<file path="config.mk">
export PLATFORM = sky130hd
export DESIGN_NAME = segrw_rmw_init_flat
export DESIGN_NICKNAME = d
export VERILOG_FILES = /design/src/rtl/segrw_pkg.sv /design/src/rtl/segrw_rmw_init_if.sv /design/src/rtl/segrw_rmw_init_dp.sv /design/src/rtl/segrw_rmw_init.sv /design/src/flat_wrapper.sv
export SDC_FILE = /design/constraint.sdc
export NUM_CORES = 1
export LEC_CHECK = 0
export ABC_CLOCK_PERIOD_IN_PS = 6000
export CELL_PAD_IN_SITES_DETAIL_PLACEMENT = 1
export CELL_PAD_IN_SITES_GLOBAL_PLACEMENT = 1
export CORE_ASPECT_RATIO = 1.1
export CORE_MARGIN = 4
export CORE_UTILIZATION = 36
export CTS_CLUSTER_SIZE = 24
export DETAILED_ROUTE_END_ITERATION = 12
export GPL_TIMING_DRIVEN = 0
export PLACE_DENSITY_LB_ADDON = 0.1
export SLEW_MARGIN = 10
export SYNTH_ARGS = -nofsm -noshare
export SYNTH_HDL_FRONTEND = slang
export SYNTH_SLANG_ARGS = --single-unit
</file>
<file path="constraint.sdc">
create_clock -name clock -period 6 [get_ports clock]
set_clock_uncertainty 0.05 [all_clocks]
set_input_delay 0.9 -clock clock [delete_from_list [all_inputs] [get_ports clock]]
set_output_delay 0.9 -clock clock [all_outputs]
set_load 0.01 [all_outputs]
</file>
<file path="src/rtl/segrw_pkg.sv">
// Shared definitions for the segrw read-modify-write initiator: state encoding,
// default widths and the read/write encoding carried on the write stream.
package segrw_pkg;

    localparam int DEF_ADDR_W = 4;
    localparam int DEF_DATA_W = 8;

    localparam logic RD = 1'b0;
    localparam logic WR = 1'b1;

    typedef enum logic [2:0] {
        IDLE      = 3'd0,
        RD_ISSUE  = 3'd1,
        RD_WAIT   = 3'd2,
        WR_ISSUE  = 3'd3,
        RESULT    = 3'd4,
        EOS_ISSUE = 3'd5
    } state_t;

endpackage

</file>
<file path="src/rtl/segrw_rmw_init_if.sv">
// Stream bundle between the RMW initiator (master) and its request source,
// segment operator and result sink (slave side).
interface segrw_rmw_init_if
    import segrw_pkg::*;
#(
    parameter int ADDR_W = DEF_ADDR_W,
    parameter int DATA_W = DEF_DATA_W
);
    logic [ADDR_W-1:0] req_addr_d;
    logic [DATA_W-1:0] req_inc_d;
    logic              req_e;
    logic              req_v;
    logic              req_b;

    logic [ADDR_W-1:0] addr_d;
    logic              addr_e;
    logic              addr_v;
    logic              addr_b;

    logic              write_d;
    logic              write_e;
    logic              write_v;
    logic              write_b;

    logic [DATA_W-1:0] dataW_d;
    logic              dataW_e;
    logic              dataW_v;
    logic              dataW_b;

    logic [DATA_W-1:0] dataR_d;
    logic              dataR_e;
    logic              dataR_v;
    logic              dataR_b;

    logic [DATA_W-1:0] res_d;
    logic              res_e;
    logic              res_v;
    logic              res_b;

    logic              err;

    modport master (
        input  req_addr_d, req_inc_d, req_e, req_v,
        output req_b,
        output addr_d, addr_e, addr_v,
        input  addr_b,
        output write_d, write_e, write_v,
        input  write_b,
        output dataW_d, dataW_e, dataW_v,
        input  dataW_b,
        input  dataR_d, dataR_e, dataR_v,
        output dataR_b,
        output res_d, res_e, res_v,
        input  res_b,
        output err
    );

    modport slave (
        output req_addr_d, req_inc_d, req_e, req_v,
        input  req_b,
        input  addr_d, addr_e, addr_v,
        output addr_b,
        input  write_d, write_e, write_v,
        output write_b,
        input  dataW_d, dataW_e, dataW_v,
        output dataW_b,
        output dataR_d, dataR_e, dataR_v,
        input  dataR_b,
        input  res_d, res_e, res_v,
        output res_b,
        input  err
    );

endinterface

</file>
<file path="src/rtl/segrw_rmw_init_dp.sv">
// Datapath of the RMW initiator: request address/increment registers and the
// write-back value register. SEGRW_RMW_SATURATE_EN selects a saturating add.
module segrw_rmw_init_dp
    import segrw_pkg::*;
#(
    parameter int ADDR_W = DEF_ADDR_W,
    parameter int DATA_W = DEF_DATA_W
) (
    input  logic              clock,
    input  logic              reset,
    input  logic              load_req_s,
    input  logic [ADDR_W-1:0] req_addr_d,
    input  logic [DATA_W-1:0] req_inc_d,
    input  logic              load_rd_s,
    input  logic [DATA_W-1:0] rd_data_d,
    output logic [ADDR_W-1:0] addr_r,
    output logic [DATA_W-1:0] wdata_r
);

    logic [DATA_W-1:0] inc_r;

    function automatic logic [DATA_W-1:0] rmw_add(input logic [DATA_W-1:0] a,
                                                  input logic [DATA_W-1:0] b);
        logic [DATA_W:0] sum;
        sum = {1'b0, a} + {1'b0, b};
`ifdef SEGRW_RMW_SATURATE_EN
        if (sum[DATA_W]) begin
            rmw_add = {DATA_W{1'b1}};
        end else begin
            rmw_add = sum[DATA_W-1:0];
        end
`else
        rmw_add = sum[DATA_W-1:0];
`endif
    endfunction

    // Request capture; the sum is formed as read data arrives so WR_ISSUE drives a stable register.
    always_ff @(posedge clock or negedge reset) begin
        if (!reset) begin
            addr_r  <= {ADDR_W{1'b0}};
            inc_r   <= {DATA_W{1'b0}};
            wdata_r <= {DATA_W{1'b0}};
        end else begin
            if (load_req_s) begin
                addr_r <= req_addr_d;
                inc_r  <= req_inc_d;
            end
            if (load_rd_s) begin
                wdata_r <= rmw_add(rd_data_d, inc_r);
            end
        end
    end

endmodule

</file>
<file path="src/rtl/segrw_rmw_init.sv">
// segrw_rmw_init: one read-modify-write per request token on the segrw streams.
// Build option: define SEGRW_RMW_SATURATE_EN for a saturating add (default wraps).
module segrw_rmw_init
    import segrw_pkg::*;
#(
    parameter int ADDR_W = DEF_ADDR_W,
    parameter int DATA_W = DEF_DATA_W
) (
    input  logic             clock,
    input  logic             reset,
    segrw_rmw_init_if.master bus
);

    state_t            state_r;
    state_t            state_s;
    logic              addr_tk_r;
    logic              write_tk_r;
    logic              dataw_tk_r;
    logic              res_tk_r;
    logic              req_b_r;
    logic              datar_b_r;
    logic              err_r;
    logic              load_req_s;
    logic              load_rd_s;
    logic              err_set_s;
    logic [ADDR_W-1:0] addr_r;
    logic [DATA_W-1:0] wdata_r;

    logic              addr_v_s;
    logic              addr_e_s;
    logic [ADDR_W-1:0] addr_d_s;
    logic              write_v_s;
    logic              write_e_s;
    logic              write_d_s;
    logic              dataw_v_s;
    logic              dataw_e_s;
    logic [DATA_W-1:0] dataw_d_s;
    logic              res_v_s;
    logic              res_e_s;
    logic [DATA_W-1:0] res_d_s;

    logic              req_fire_s;
    logic              addr_fire_s;
    logic              write_fire_s;
    logic              dataw_fire_s;
    logic              res_fire_s;
    logic              datar_fire_s;
    logic              addr_done_s;
    logic              write_done_s;
    logic              dataw_done_s;
    logic              res_done_s;

    segrw_rmw_init_dp #(
        .ADDR_W (ADDR_W),
        .DATA_W (DATA_W)
    ) u_dp (
        .clock      (clock),
        .reset      (reset),
        .load_req_s (load_req_s),
        .req_addr_d (bus.req_addr_d),
        .req_inc_d  (bus.req_inc_d),
        .load_rd_s  (load_rd_s),
        .rd_data_d  (bus.dataR_d),
        .addr_r     (addr_r),
        .wdata_r    (wdata_r)
    );

    assign req_fire_s   = bus.req_v & ~req_b_r;
    assign addr_fire_s  = addr_v_s & ~bus.addr_b;
    assign write_fire_s = write_v_s & ~bus.write_b;
    assign dataw_fire_s = dataw_v_s & ~bus.dataW_b;
    assign res_fire_s   = res_v_s & ~bus.res_b;
    assign datar_fire_s = bus.dataR_v & ~datar_b_r;
    assign addr_done_s  = addr_tk_r | addr_fire_s;
    assign write_done_s = write_tk_r | write_fire_s;
    assign dataw_done_s = dataw_tk_r | dataw_fire_s;
    assign res_done_s   = res_tk_r | res_fire_s;

    // Stream outputs decoded from state and taken flags only; back-pressure never reaches a _v.
    always_comb begin
        addr_v_s  = 1'b0;
        addr_e_s  = 1'b0;
        addr_d_s  = {ADDR_W{1'b0}};
        write_v_s = 1'b0;
        write_e_s = 1'b0;
        write_d_s = RD;
        dataw_v_s = 1'b0;
        dataw_e_s = 1'b0;
        dataw_d_s = {DATA_W{1'b0}};
        res_v_s   = 1'b0;
        res_e_s   = 1'b0;
        res_d_s   = {DATA_W{1'b0}};
        case (state_r)
            RD_ISSUE: begin
                addr_v_s  = ~addr_tk_r;
                addr_d_s  = addr_r;
                write_v_s = ~write_tk_r;
                write_d_s = RD;
            end
            WR_ISSUE: begin
                addr_v_s  = ~addr_tk_r;
                addr_d_s  = addr_r;
                write_v_s = ~write_tk_r;
                write_d_s = WR;
                dataw_v_s = ~dataw_tk_r;
                dataw_d_s = wdata_r;
            end
            RESULT: begin
                res_v_s = 1'b1;
                res_d_s = wdata_r;
            end
            EOS_ISSUE: begin
                addr_v_s  = ~addr_tk_r;
                addr_e_s  = ~addr_tk_r;
                write_v_s = ~write_tk_r;
                write_e_s = ~write_tk_r;
                dataw_v_s = ~dataw_tk_r;
                dataw_e_s = ~dataw_tk_r;
                res_v_s   = ~res_tk_r;
                res_e_s   = ~res_tk_r;
            end
            default: begin
                addr_v_s = 1'b0;
            end
        endcase
    end

    // Next-state logic plus datapath load strobes.
    always_comb begin
        state_s    = state_r;
        load_req_s = 1'b0;
        load_rd_s  = 1'b0;
        err_set_s  = 1'b0;
        case (state_r)
            IDLE: begin
                if (req_fire_s && bus.req_e) begin
                    state_s = EOS_ISSUE;
                end else if (req_fire_s) begin
                    state_s    = RD_ISSUE;
                    load_req_s = 1'b1;
                end else begin
                    state_s = IDLE;
                end
            end
            RD_ISSUE: begin
                if (addr_done_s && write_done_s) begin
                    state_s = RD_WAIT;
                end else begin
                    state_s = RD_ISSUE;
                end
            end
            RD_WAIT: begin
                // An EOS on the read-data stream means the segment refused the read.
                if (datar_fire_s && bus.dataR_e) begin
                    state_s   = IDLE;
                    err_set_s = 1'b1;
                end else if (datar_fire_s) begin
                    state_s   = WR_ISSUE;
                    load_rd_s = 1'b1;
                end else begin
                    state_s = RD_WAIT;
                end
            end
            WR_ISSUE: begin
                if (addr_done_s && write_done_s && dataw_done_s) begin
                    state_s = RESULT;
                end else begin
                    state_s = WR_ISSUE;
                end
            end
            RESULT: begin
                if (res_fire_s) begin
                    state_s = IDLE;
                end else begin
                    state_s = RESULT;
                end
            end
            EOS_ISSUE: begin
                if (addr_done_s && write_done_s && dataw_done_s && res_done_s) begin
                    state_s = IDLE;
                end else begin
                    state_s = EOS_ISSUE;
                end
            end
            default: begin
                state_s = IDLE;
            end
        endcase
    end

    // State, per-stream taken flags, registered back-pressure and sticky error.
    always_ff @(posedge clock or negedge reset) begin
        if (!reset) begin
            state_r    <= IDLE;
            addr_tk_r  <= 1'b0;
            write_tk_r <= 1'b0;
            dataw_tk_r <= 1'b0;
            res_tk_r   <= 1'b0;
            req_b_r    <= 1'b1;
            datar_b_r  <= 1'b1;
            err_r      <= 1'b0;
        end else begin
            state_r   <= state_s;
            req_b_r   <= (state_s != IDLE);
            datar_b_r <= (state_s != RD_WAIT);
            err_r     <= err_r | err_set_s;
            if (state_s != state_r) begin
                addr_tk_r  <= 1'b0;
                write_tk_r <= 1'b0;
                dataw_tk_r <= 1'b0;
                res_tk_r   <= 1'b0;
            end else begin
                addr_tk_r  <= addr_tk_r | addr_fire_s;
                write_tk_r <= write_tk_r | write_fire_s;
                dataw_tk_r <= dataw_tk_r | dataw_fire_s;
                res_tk_r   <= res_tk_r | res_fire_s;
            end
        end
    end

    assign bus.req_b   = req_b_r;
    assign bus.addr_d  = addr_d_s;
    assign bus.addr_e  = addr_e_s;
    assign bus.addr_v  = addr_v_s;
    assign bus.write_d = write_d_s;
    assign bus.write_e = write_e_s;
    assign bus.write_v = write_v_s;
    assign bus.dataW_d = dataw_d_s;
    assign bus.dataW_e = dataw_e_s;
    assign bus.dataW_v = dataw_v_s;
    assign bus.dataR_b = datar_b_r;
    assign bus.res_d   = res_d_s;
    assign bus.res_e   = res_e_s;
    assign bus.res_v   = res_v_s;
    assign bus.err     = err_r;

endmodule

</file>
<file path="src/flat_wrapper.sv">
// flat-port wrapper written by rule: the top's interface ports become plain ports
module segrw_rmw_init_flat import segrw_pkg::*;
#(
    parameter int ADDR_W = DEF_ADDR_W,
    parameter int DATA_W = DEF_DATA_W
)
  (clock, reset, bus_req_addr_d, bus_req_inc_d, bus_req_e, bus_req_v, bus_req_b, bus_addr_d, bus_addr_e, bus_addr_v, bus_addr_b, bus_write_d, bus_write_e, bus_write_v, bus_write_b, bus_dataW_d, bus_dataW_e, bus_dataW_v, bus_dataW_b, bus_dataR_d, bus_dataR_e, bus_dataR_v, bus_dataR_b, bus_res_d, bus_res_e, bus_res_v, bus_res_b, bus_err);
  segrw_rmw_init_if #(.ADDR_W(ADDR_W), .DATA_W(DATA_W)) bus_i ();
  input  logic clock;
  input  logic reset;
  input wire logic [$bits(bus_i.req_addr_d)-1:0] bus_req_addr_d;
  input wire logic [$bits(bus_i.req_inc_d)-1:0] bus_req_inc_d;
  input wire logic [$bits(bus_i.req_e)-1:0] bus_req_e;
  input wire logic [$bits(bus_i.req_v)-1:0] bus_req_v;
  output wire logic [$bits(bus_i.req_b)-1:0] bus_req_b;
  output wire logic [$bits(bus_i.addr_d)-1:0] bus_addr_d;
  output wire logic [$bits(bus_i.addr_e)-1:0] bus_addr_e;
  output wire logic [$bits(bus_i.addr_v)-1:0] bus_addr_v;
  input wire logic [$bits(bus_i.addr_b)-1:0] bus_addr_b;
  output wire logic [$bits(bus_i.write_d)-1:0] bus_write_d;
  output wire logic [$bits(bus_i.write_e)-1:0] bus_write_e;
  output wire logic [$bits(bus_i.write_v)-1:0] bus_write_v;
  input wire logic [$bits(bus_i.write_b)-1:0] bus_write_b;
  output wire logic [$bits(bus_i.dataW_d)-1:0] bus_dataW_d;
  output wire logic [$bits(bus_i.dataW_e)-1:0] bus_dataW_e;
  output wire logic [$bits(bus_i.dataW_v)-1:0] bus_dataW_v;
  input wire logic [$bits(bus_i.dataW_b)-1:0] bus_dataW_b;
  input wire logic [$bits(bus_i.dataR_d)-1:0] bus_dataR_d;
  input wire logic [$bits(bus_i.dataR_e)-1:0] bus_dataR_e;
  input wire logic [$bits(bus_i.dataR_v)-1:0] bus_dataR_v;
  output wire logic [$bits(bus_i.dataR_b)-1:0] bus_dataR_b;
  output wire logic [$bits(bus_i.res_d)-1:0] bus_res_d;
  output wire logic [$bits(bus_i.res_e)-1:0] bus_res_e;
  output wire logic [$bits(bus_i.res_v)-1:0] bus_res_v;
  input wire logic [$bits(bus_i.res_b)-1:0] bus_res_b;
  output wire logic [$bits(bus_i.err)-1:0] bus_err;
  assign bus_i.req_addr_d = bus_req_addr_d;
  assign bus_i.req_inc_d = bus_req_inc_d;
  assign bus_i.req_e = bus_req_e;
  assign bus_i.req_v = bus_req_v;
  assign bus_req_b = bus_i.req_b;
  assign bus_addr_d = bus_i.addr_d;
  assign bus_addr_e = bus_i.addr_e;
  assign bus_addr_v = bus_i.addr_v;
  assign bus_i.addr_b = bus_addr_b;
  assign bus_write_d = bus_i.write_d;
  assign bus_write_e = bus_i.write_e;
  assign bus_write_v = bus_i.write_v;
  assign bus_i.write_b = bus_write_b;
  assign bus_dataW_d = bus_i.dataW_d;
  assign bus_dataW_e = bus_i.dataW_e;
  assign bus_dataW_v = bus_i.dataW_v;
  assign bus_i.dataW_b = bus_dataW_b;
  assign bus_i.dataR_d = bus_dataR_d;
  assign bus_i.dataR_e = bus_dataR_e;
  assign bus_i.dataR_v = bus_dataR_v;
  assign bus_dataR_b = bus_i.dataR_b;
  assign bus_res_d = bus_i.res_d;
  assign bus_res_e = bus_i.res_e;
  assign bus_res_v = bus_i.res_v;
  assign bus_i.res_b = bus_res_b;
  assign bus_err = bus_i.err;
  segrw_rmw_init #(.ADDR_W(ADDR_W), .DATA_W(DATA_W)) u_core (.clock(clock), .reset(reset), .bus(bus_i));
endmodule
</file>
* Word level (Yosys, flattened, before mapping)
Index checks and enable logic that the tools add are counted.
** Word-level totals
- Register bits after elaboration :: 30
- Word-level logic and storage cells :: 83
- Input port bits :: 30
- Output and inout port bits :: 32
** Cells by class
- Reduce and logical (&&, ||, !) cells :: 10
- Add/subtract/negate cells :: 1
- Multiplexer cells :: 33
- Bitwise logic cells :: 21
- Equal/unequal tests :: 7
** Operators with widths (number)
- 1-bit 2-to-1 mux :: 22
- 3-bit one-hot mux with 6 select lines :: 1
- 8-bit 2-to-1 mux :: 2
- 3-bit 2-to-1 mux :: 5
- 1-bit NOT :: 10
- 8-bit adder :: 1
- 1-bit bitwise AND :: 6
- 3-bit by 2-bit equality test with 1-bit output, second input constant :: 2
- 3-bit equality test, second input constant :: 2
- 1-bit logical AND :: 5
- 1-bit OR :: 5
- 4-bit 2-to-1 mux :: 1
- 2-bit OR reduction :: 2
- 3-bit by 1-bit equality test with 1-bit output, second input constant :: 1
- 3-bit zero test :: 1
- 3-bit by 2-bit inequality test with 1-bit output, second input constant :: 1
- 3-bit inequality test :: 1
- 3-bit nonzero test :: 1
- 3-bit OR reduction :: 1
- 2-bit 2-to-1 mux :: 1
- 1-bit one-hot mux with 2 select lines :: 1

* Depth between registers and ports, before layout
Gate-level depths: netlist of the first run.
- Depth in word-level cells :: 12
- Gate-level depth with buffers :: 8
- Gate-level depth less buffers :: 8

* Hierarchy
A second synthesis of the first run with hierarchy kept.
** Second synthesis, totals
- Cells, all modules :: 193
- Area total of the unflattened synthesis :: 1926.8 um2
** By module, submodules not included
- segrw_rmw_init_dp :: area each 1106.1 um2, cells an instance 97, times used 1, sequential area each 500.5 um2
- segrw_rmw_init :: area each 820.8 um2, cells an instance 96, times used 1, sequential area each 252.7 um2

* Least setup slack after synthesis of the first run
Ideal clock, no wire load.
- Kind :: input to register
- From :: input bus_dataR_d[0]
- To :: register u_core.u_dp.wdata_r[6]
- Data required time :: 5.855 ns
- Arrival :: 2.140 ns
- Stages :: 8
- Setup time :: 0.095 ns
- Path slack :: 3.715 ns
- Path buffers :: 0
- Path through :: ha_1 -> inv_1 -> fa_1 -> nor2b_1 -> o31a_1 -> o21a_1 -> o21a_1 -> o31ai_1
** On the way
- Longest elaborated chain between the ends :: 1
** Ends and longest elaborated chain
- start, declared :: RTL line flat_wrapper.sv:28 : input wire logic [$bits(bus_i.dataR_d)-1:0] bus_dataR_d;
- 8-bit adder :: RTL line segrw_rmw_init_dp.sv:25 : sum = {1'b0, a} + {1'b0, b};
- end signal, assigned :: RTL line segrw_rmw_init_dp.sv:42 : wdata_r <= {DATA_W{1'b0}};
- end signal, assigned :: RTL line segrw_rmw_init_dp.sv:49 : wdata_r <= rmw_add(rd_data_d, inc_r);
- end, declared :: RTL line segrw_rmw_init_dp.sv:17 : output logic [DATA_W-1:0] wdata_r
No other way between the ends.
A chain may end at the register's enable or synchronous reset.

* Final worst setup path of the first run
- From :: register u_core.state_r[1]
- To :: output bus_res_d[6]
** On the way
- Longest elaborated chain between the ends :: 2
** Ends and longest elaborated chain
- start, declared :: RTL line segrw_rmw_init.sv:14 : state_t state_r;
- start signal, assigned :: RTL line segrw_rmw_init.sv:203 : state_r <= state_s;
- 3-bit equality test :: RTL line segrw_rmw_init.sv:93 : case (state_r)
- 8-bit 2-to-1 mux :: RTL line segrw_rmw_init.sv:93
- end, declared :: RTL line flat_wrapper.sv:32 : output wire logic [$bits(bus_i.res_d)-1:0] bus_res_d;
No other way between the ends.

==> results of run 1 <==
-- per-stage QoR --
stage	utilization	area (µm²)	setup slack, ps	hold WS (ps)
finish	0.539	2560	2540	415
global placement	0.521	2480	2800	401
global route	0.539	2560	2310	453
detailed placement	0.520	2470	2820	411
CTS	0.539	2560	2520	425
floorplan	-	1800	3710	404
-- placed cells by master (no fill, tap or decap), types with 2 or more instances in the layout --
cell type and count:
nor2b_1 4, dfrtp_1 28, mux2_1 8, a211oi_1 2, clkdlybuf4s50_1 60, dfstp_2 2
clkbuf_1 7, a21o_1 4, nor4_1 3, buf_2 2, nor3_1 5, nand3b_1 2
ha_1 7, a21oi_1 8, nand2b_1 3, and2_1 22, nand4b_1 2, o31ai_1 2
o21ai_1 5, a21boi_0 2, nand2_1 18, inv_1 9, clkbuf_8 6, xor2_1 5
mux2_2 5, o21a_1 5, o21ai_0 3, nor2_1 9
-- per-layer routing --
layer | vias up | part of all wire
li1 | 779 | -
met1 | 758 | 0.46
met4 | 0 | 0.0093
met3 | 4 | 0.076
met5 | - | 0
met2 | 52 | 0.46
-- worst max-delay path, delay by kind of cell (launching register included) --
kind	cells	cell delay, ps
AND/OR/NAND/NOR	2	1040
buffers and inverters	2	780
flip-flops	1	420
-- state kept, by name, summed over array words and instances, names as in the netlist --
signal,cells
u_core.u_dp.inc_r,8
u_core.u_dp.wdata_r,8
u_core.u_dp.addr_r,4
u_core.state_r,3
u_core.addr_tk_r,1
u_core.bus.dataR_b,1
u_core.bus.err,1
u_core.bus.req_b,1
u_core.dataw_tk_r,1
u_core.res_tk_r,1
u_core.write_tk_r,1
-- area by class of cell --
type / count / area [µm²]
Fill cell: 554 / 2190
Timing Repair Buffer: 61 / 606
Multi-Input combinational cell: 140 / 977
Inverter: 9 / 33.8
Sequential cell: 30 / 753
Clock buffer: 8 / 90.1
Tap cell: 56 / 70.1
Buffer: 7 / 31.3
-- cells by family after synthesis --
family / Yosys count / share of synthesized area
fa+ha+maj: 8 / 0.0599
buf+inv: 16 / 0.0362
simple gates: 75 / 0.229
xor+xnor: 6 / 0.0293
mux: 13 / 0.0815
flops: 30 / 0.420
compound gates: 38 / 0.144
-- cell usage after synthesis, types with 2 or more instances --
cell type | number | area (µm²)
nand2_1 | 18 | 67.6
xor2_1 | 5 | 43.8
o21ai_0 | 3 | 15.0
dfstp_2 | 2 | 52.6
a211oi_1 | 2 | 15.0
nor4_1 | 3 | 18.8
nand2b_1 | 3 | 18.8
a21boi_0 | 2 | 15.0
nor2_1 | 9 | 33.8
dfrtp_1 | 28 | 701
mux2_2 | 5 | 56.3
o21a_1 | 5 | 37.5
inv_1 | 9 | 33.8
nor2b_1 | 4 | 25.0
nor3_1 | 5 | 25.0
clkbuf_1 | 5 | 18.8
mux2_1 | 8 | 90.1
o21ai_1 | 5 | 25.0
a21o_1 | 4 | 30.0
and2_1 | 22 | 138
ha_1 | 7 | 87.6
a21oi_1 | 8 | 40.0
nand3b_1 | 2 | 15.0
o31ai_1 | 2 | 15.0
nand4b_1 | 2 | 17.5
-- power by group through the flow --
| stage | Sequential [mW] | Clock (mW) | Combinational, mW |
|---|---|---|---|
| 2_1_floorplan | 0.342 | 0 | 0.355 |
| 3_3_place_gp | 0.355 | 0 | 0.533 |
| 3_5_place_dp | 0.360 | 0 | 0.544 |
| 4_1_cts | 0.357 | 0.170 | 0.549 |
| 5_1_grt | 0.371 | 0.180 | 0.616 |
| 6_report | 0.355 | 0.164 | 0.543 |
-- worst paths after layout --
| path | startpoint | endpoint | depth (start not counted) |
|---|---|---|---|
| setup / recovery | u_core.state_r[1] | bus_res_d[6] | 4 |
| hold / removal | u_core.bus.err | u_core.bus.err | 2 |
| setup reg to reg | u_core.state_r[1] | u_core.bus.req_b | 6 |
| hold reg to reg | u_core.bus.err | u_core.bus.err | 2 |
| max in group asynchronous | reset | u_core.state_r[2] | 1 |
| min in group asynchronous | reset | u_core.u_dp.wdata_r[3] | 1 |
==> flow_summary.json, run 1 <==
{
  "clk_path_buf_depth": 2,
  "busiest_layer": "met2",
  "slew_violations": 0,
  "critPathKind": "flop to primary output",
  "fin_nets": 292,
  "startpoint_type": "flop",
  "chipWidth_um": 75.3,
  "switchingPower_mw": 0.405,
  "drive_above_1_share": 0.0745,
  "cts_buffers": 5,
  "power_mw": 1.06,
  "cp-end-kind": "primary output",
  "gp_congestion": 0.793,
  "dieArea_um2": 6180,
  "drt_iter0_drc": 39,
  "postRouteAntennaNets": 0,
  "setup-tns-final_ps": 0,
  "post-route-period-util": 0.576,
  "cts_resized": 0,
  "initial_core_util": 0.378,
  "cts_hold_repair.buffers": 0,
  "viasPerCell": 5.12,
  "n_antenna_cell": 0,
  "yosys_warnings": 0,
  "max_slew_margin": 0.380,
  "num_rows": 26,
  "grt_pass1_wl_um": 7950,
  "synth_area_um2": 1800,
  "grt_overflow": 0,
  "die_h_um": 82.1,
  "fin_cells": 311,
  "antenna_found_initial": 0,
  "synth_enable_flop_cells": 0,
  "pin_count": 62,
  "syn-num-nets": 224,
  "setup_viol": 0,
  "dpl.cell_count": 303,
  "seq_power_share": 0.334,
  "sw_frac_of_total": 0.382,
  "worstMarginPinSlew_ps": 928,
  "wl_per_cell_um": 14.6,
  "p_int_mw": 0.656,
  "ys_seq_area_frac": 0.420,
  "h-tree-depth": 2,
  "ys_ff_latch": 30,
  "hold_violations": 0,
  "syn2layout_area_growth_pct": 42.6,
  "grt_setup_unrepaired": "no",
  "drc": 0,
  "met2_usage": 0.269,
  "clkSinkCount": 30,
  "period_minus_slack_ps": 3460,
  "p_leak_nw": 1.12,
  "grt_pass1_vias": 1632,
  "synth_flop_cell": "dfrtp_1",
  "cp_data_arrival_time_ps": 2510,
  "slowest_delay_ps": 810,
  "core_um2": 4750,
  "grt_use_met3": 0.0441,
  "cap_violations": 0,
  "p_per_area_nw_per_um2": 415,
  "io_buffers": 61,
  "path_clk_slew_ps": 60,
  "wl_um": 4530,
  "reg2reg_slack_ps": 3790,
  "cts_setup_buffers": 0,
  "grt_use_total": 0.167,
  "required_ps": 5050,
  "status": "finished, final reports clean",
  "worstSkewPairLatency_ps": 270,
  "yosys.cell_types.count": 43,
  "dp_hpwl_um": 3590,
  "async_reset_ff_frac": 1.00,
  "grt_max_degree": 31,
  "met1_usage": 0.224,
  "avgSynthCellArea_um2": 9.65,
  "worstPathCellList": "clkbuf_1 -> nor3b_1 -> and2_1 -> clkdlybuf4s50_1",
  "peakVddDrop_v": 0.000190,
  "worstPathMaxFanout": 10,
  "cts_tree": "built",
  "holdCritPathClass": "flop to flop",
  "p_comb_frac": 0.512,
  "fmax_mhz": 289,
  "pwr-share-clk": 0.154,
  "via_count": 1593,
  "dr.pass1.iters": 4,
  "cp_slowest_cell": "nor3b_1",
  "syn_inst": 186,
  "cts_root_buffer": "clkbuf_8"
}
Note: power is estimated with default switching activity, not from simulation.
==> inputs of run 2 (changes only) <==
--- a/config.mk
+++ b/config.mk
@@ -5,12 +5,12 @@
 export SDC_FILE = /design/constraint.sdc
 export NUM_CORES = 1
 export LEC_CHECK = 0
-export ABC_CLOCK_PERIOD_IN_PS = 6000
+export ABC_CLOCK_PERIOD_IN_PS = 2900
 export CELL_PAD_IN_SITES_DETAIL_PLACEMENT = 1
 export CELL_PAD_IN_SITES_GLOBAL_PLACEMENT = 1
 export CORE_ASPECT_RATIO = 1.1
 export CORE_MARGIN = 4
-export CORE_UTILIZATION = 36
+export CORE_UTILIZATION = 30
 export CTS_CLUSTER_SIZE = 24
 export DETAILED_ROUTE_END_ITERATION = 12
 export GPL_TIMING_DRIVEN = 0
==> constraint.sdc (replaced) <==
create_clock -name clock -period 2.9 [get_ports clock]
set_clock_uncertainty 0.05 [all_clocks]
set_input_delay 0.435 -clock clock [delete_from_list [all_inputs] [get_ports clock]]
set_output_delay 0.435 -clock clock [all_outputs]
set_load 0.01 [all_outputs]
==> flow_summary.json, run 2 (synthesis results as in run 1) <==
{
  "status": "finished, final reports clean",
  "cts_buffers": 5,
  "chipWidth_um": 81.8,
  "grt_pass1_vias": 1671,
  "holdCritPathClass": "input port to asynchronous set/reset pin",
  "cts_root_buffer": "clkbuf_8",
  "grt_max_degree": 31,
  "period_minus_slack_ps": 2740,
  "grt_pass1_wl_um": 7890,
  "drive_above_1_share": 0.0909,
  "dpl_cell_area_um2": 2500,
  "setup.worst_path.start": "u_core.state_r[0]",
  "setup-tns-final_ps": 0,
  "path_clk_slew_ps": 70,
  "viasPerCell": 4.82,
  "clkSinkCount": 30,
  "cp_data_arrival_time_ps": 2250,
  "initial_core_util": 0.309,
  "drt_iter0_drc": 27,
  "dieArea_um2": 7290,
  "grt_use_total": 0.143,
  "p_leak_nw": 1.12,
  "cts_tree": "built",
  "fillerInstances": 708,
  "die_h_um": 89.1,
  "postRouteAntennaNets": 0,
  "antenna_found_initial": 0,
  "final_cell_mix": "clkdlybuf4s50_1 (60), dfrtp_1 (28), and2_1 (22), nand2_1 (18)",
  "h-tree-depth": 2,
  "p_per_area_nw_per_um2": 840,
  "post-route-period-util": 0.944,
  "n_antenna_cell": 0,
  "ff_latch_area_um2": 753,
  "fmax_mhz": 365,
  "io_buffers": 61,
  "fin_nets": 291,
  "required_ps": 2410,
  "grt_setup_unrepaired": "no",
  "cap_violations": 0,
  "startpoint_type": "flop",
  "clk_path_buf_depth": 2,
  "via_count": 1590,
  "drc": 0,
  "reg2reg_slack_ps": 770,
  "fin_area_um2": 2580,
  "critPathKind": "flop to primary output",
  "rr_startpoint": "u_core.state_r[2]",
  "worstSkewPairLatency_ps": 280,
  "multi_input_area_um2": 985,
  "setup_slack_ps": 163,
  "dr.pass1.iters": 4,
  "r2r-end": "u_core.bus.req_b",
  "pin_count": 62,
  "wl_per_cell_um": 14.6,
  "peakVddDrop_v": 0.000356,
  "syn2layout_area_growth_pct": 43.8,
  "reg_top3": "u_core.u_dp.inc_r (8), u_core.u_dp.wdata_r (8), u_core.u_dp.addr_r (4)",
  "slew_violations": 0,
  "pre_cts_ws_ps": 99.7,
  "setup_viol": 0,
  "cts_setup_buffers": 0,
  "max_slew_margin": 0.530,
  "gp_congestion": 0.785,
  "cp-end-kind": "primary output",
  "r2r_cells": 6,
  "num_rows": 29,
  "worstPathMaxFanout": 10,
  "worstMarginPinSlew_ps": 704,
  "core_um2": 5810,
  "endpoint": "bus_addr_d[3]",
  "wl_um": 4820,
  "final_common_cell": "clkdlybuf4s50_1",
  "grt_overflow": 0,
  "dp_hpwl_um": 3830,
  "hold_violations": 0
}
[run 2: routing by layer]
metal  vias to the layer above  track usage  wire, µm
met5                         -            0         0
li1                        773            -         -
met2                        36        0.276      2640
met3                         5       0.0323       213
met4                         0       0.0363        53
met1                       776        0.156      1910
[run 2: worst min-delay path by stage]
stage / start / end / slack (ps) / cells past startpoint
final: reset / u_core.u_dp.wdata_r[1] / 160 / 1
after global routing: reset / u_core.u_dp.wdata_r[1] / 210 / 1
after CTS: reset / u_core.u_dp.wdata_r[1] / 180 / 1
after detailed placement: u_core.bus.err / u_core.bus.err / 410 / 2
after global placement: u_core.bus.err / u_core.bus.err / 400 / 2
after floorplan: reset / u_core.addr_tk_r / 90 / 0
[run 2: layout make-up]
type / count / share of cell area
plain buffers: 6 / 0.0111
inverters: 9 / 0.0131
clock buffers: 5 / 0.0267
repair buffers: 61 / 0.235
multi-input cells: 140 / 0.381
clock inverters: 2 / 0.00388
flip-flops and latches: 30 / 0.292
well taps: 77 / 0.0373
[run 2: what timing repair did]
action	in CTS	in global routing
gates resized for setup	2	1
endpoints found under the setup margin	8	5
hold buffers	0	0
[run 2: worst max-delay path, cell delays in order, from the launching register on]
cell,delay [ps]
dfrtp_1,470
clkbuf_1,430
nor2b_2,350
and2_1,180
clkdlybuf4s50_1,540
[run 2: metrics by stage]
step | hold slack [ps] | cells | total power [mW] | util
4_1_cts | 181 | 331 | 2.20 | 0.445
3_5_place_dp | 406 | 324 | 1.87 | 0.430
2_1_floorplan | 89.4 | 186 | 1.44 | -
3_3_place_gp | 395 | 324 | 1.85 | 0.431
5_1_grt | 207 | 330 | 2.37 | 0.445
6_report | 157 | 330 | 2.17 | 0.445
[run 2: power breakdown]
part,leakage [nW],total [mW],internal [mW],switching (mW)
clock,0.0438,0.314,0.161,0.153
combinational,0.705,1.12,0.562,0.557
sequential,0.372,0.735,0.608,0.127
total,1.12,2.17,1.33,0.838
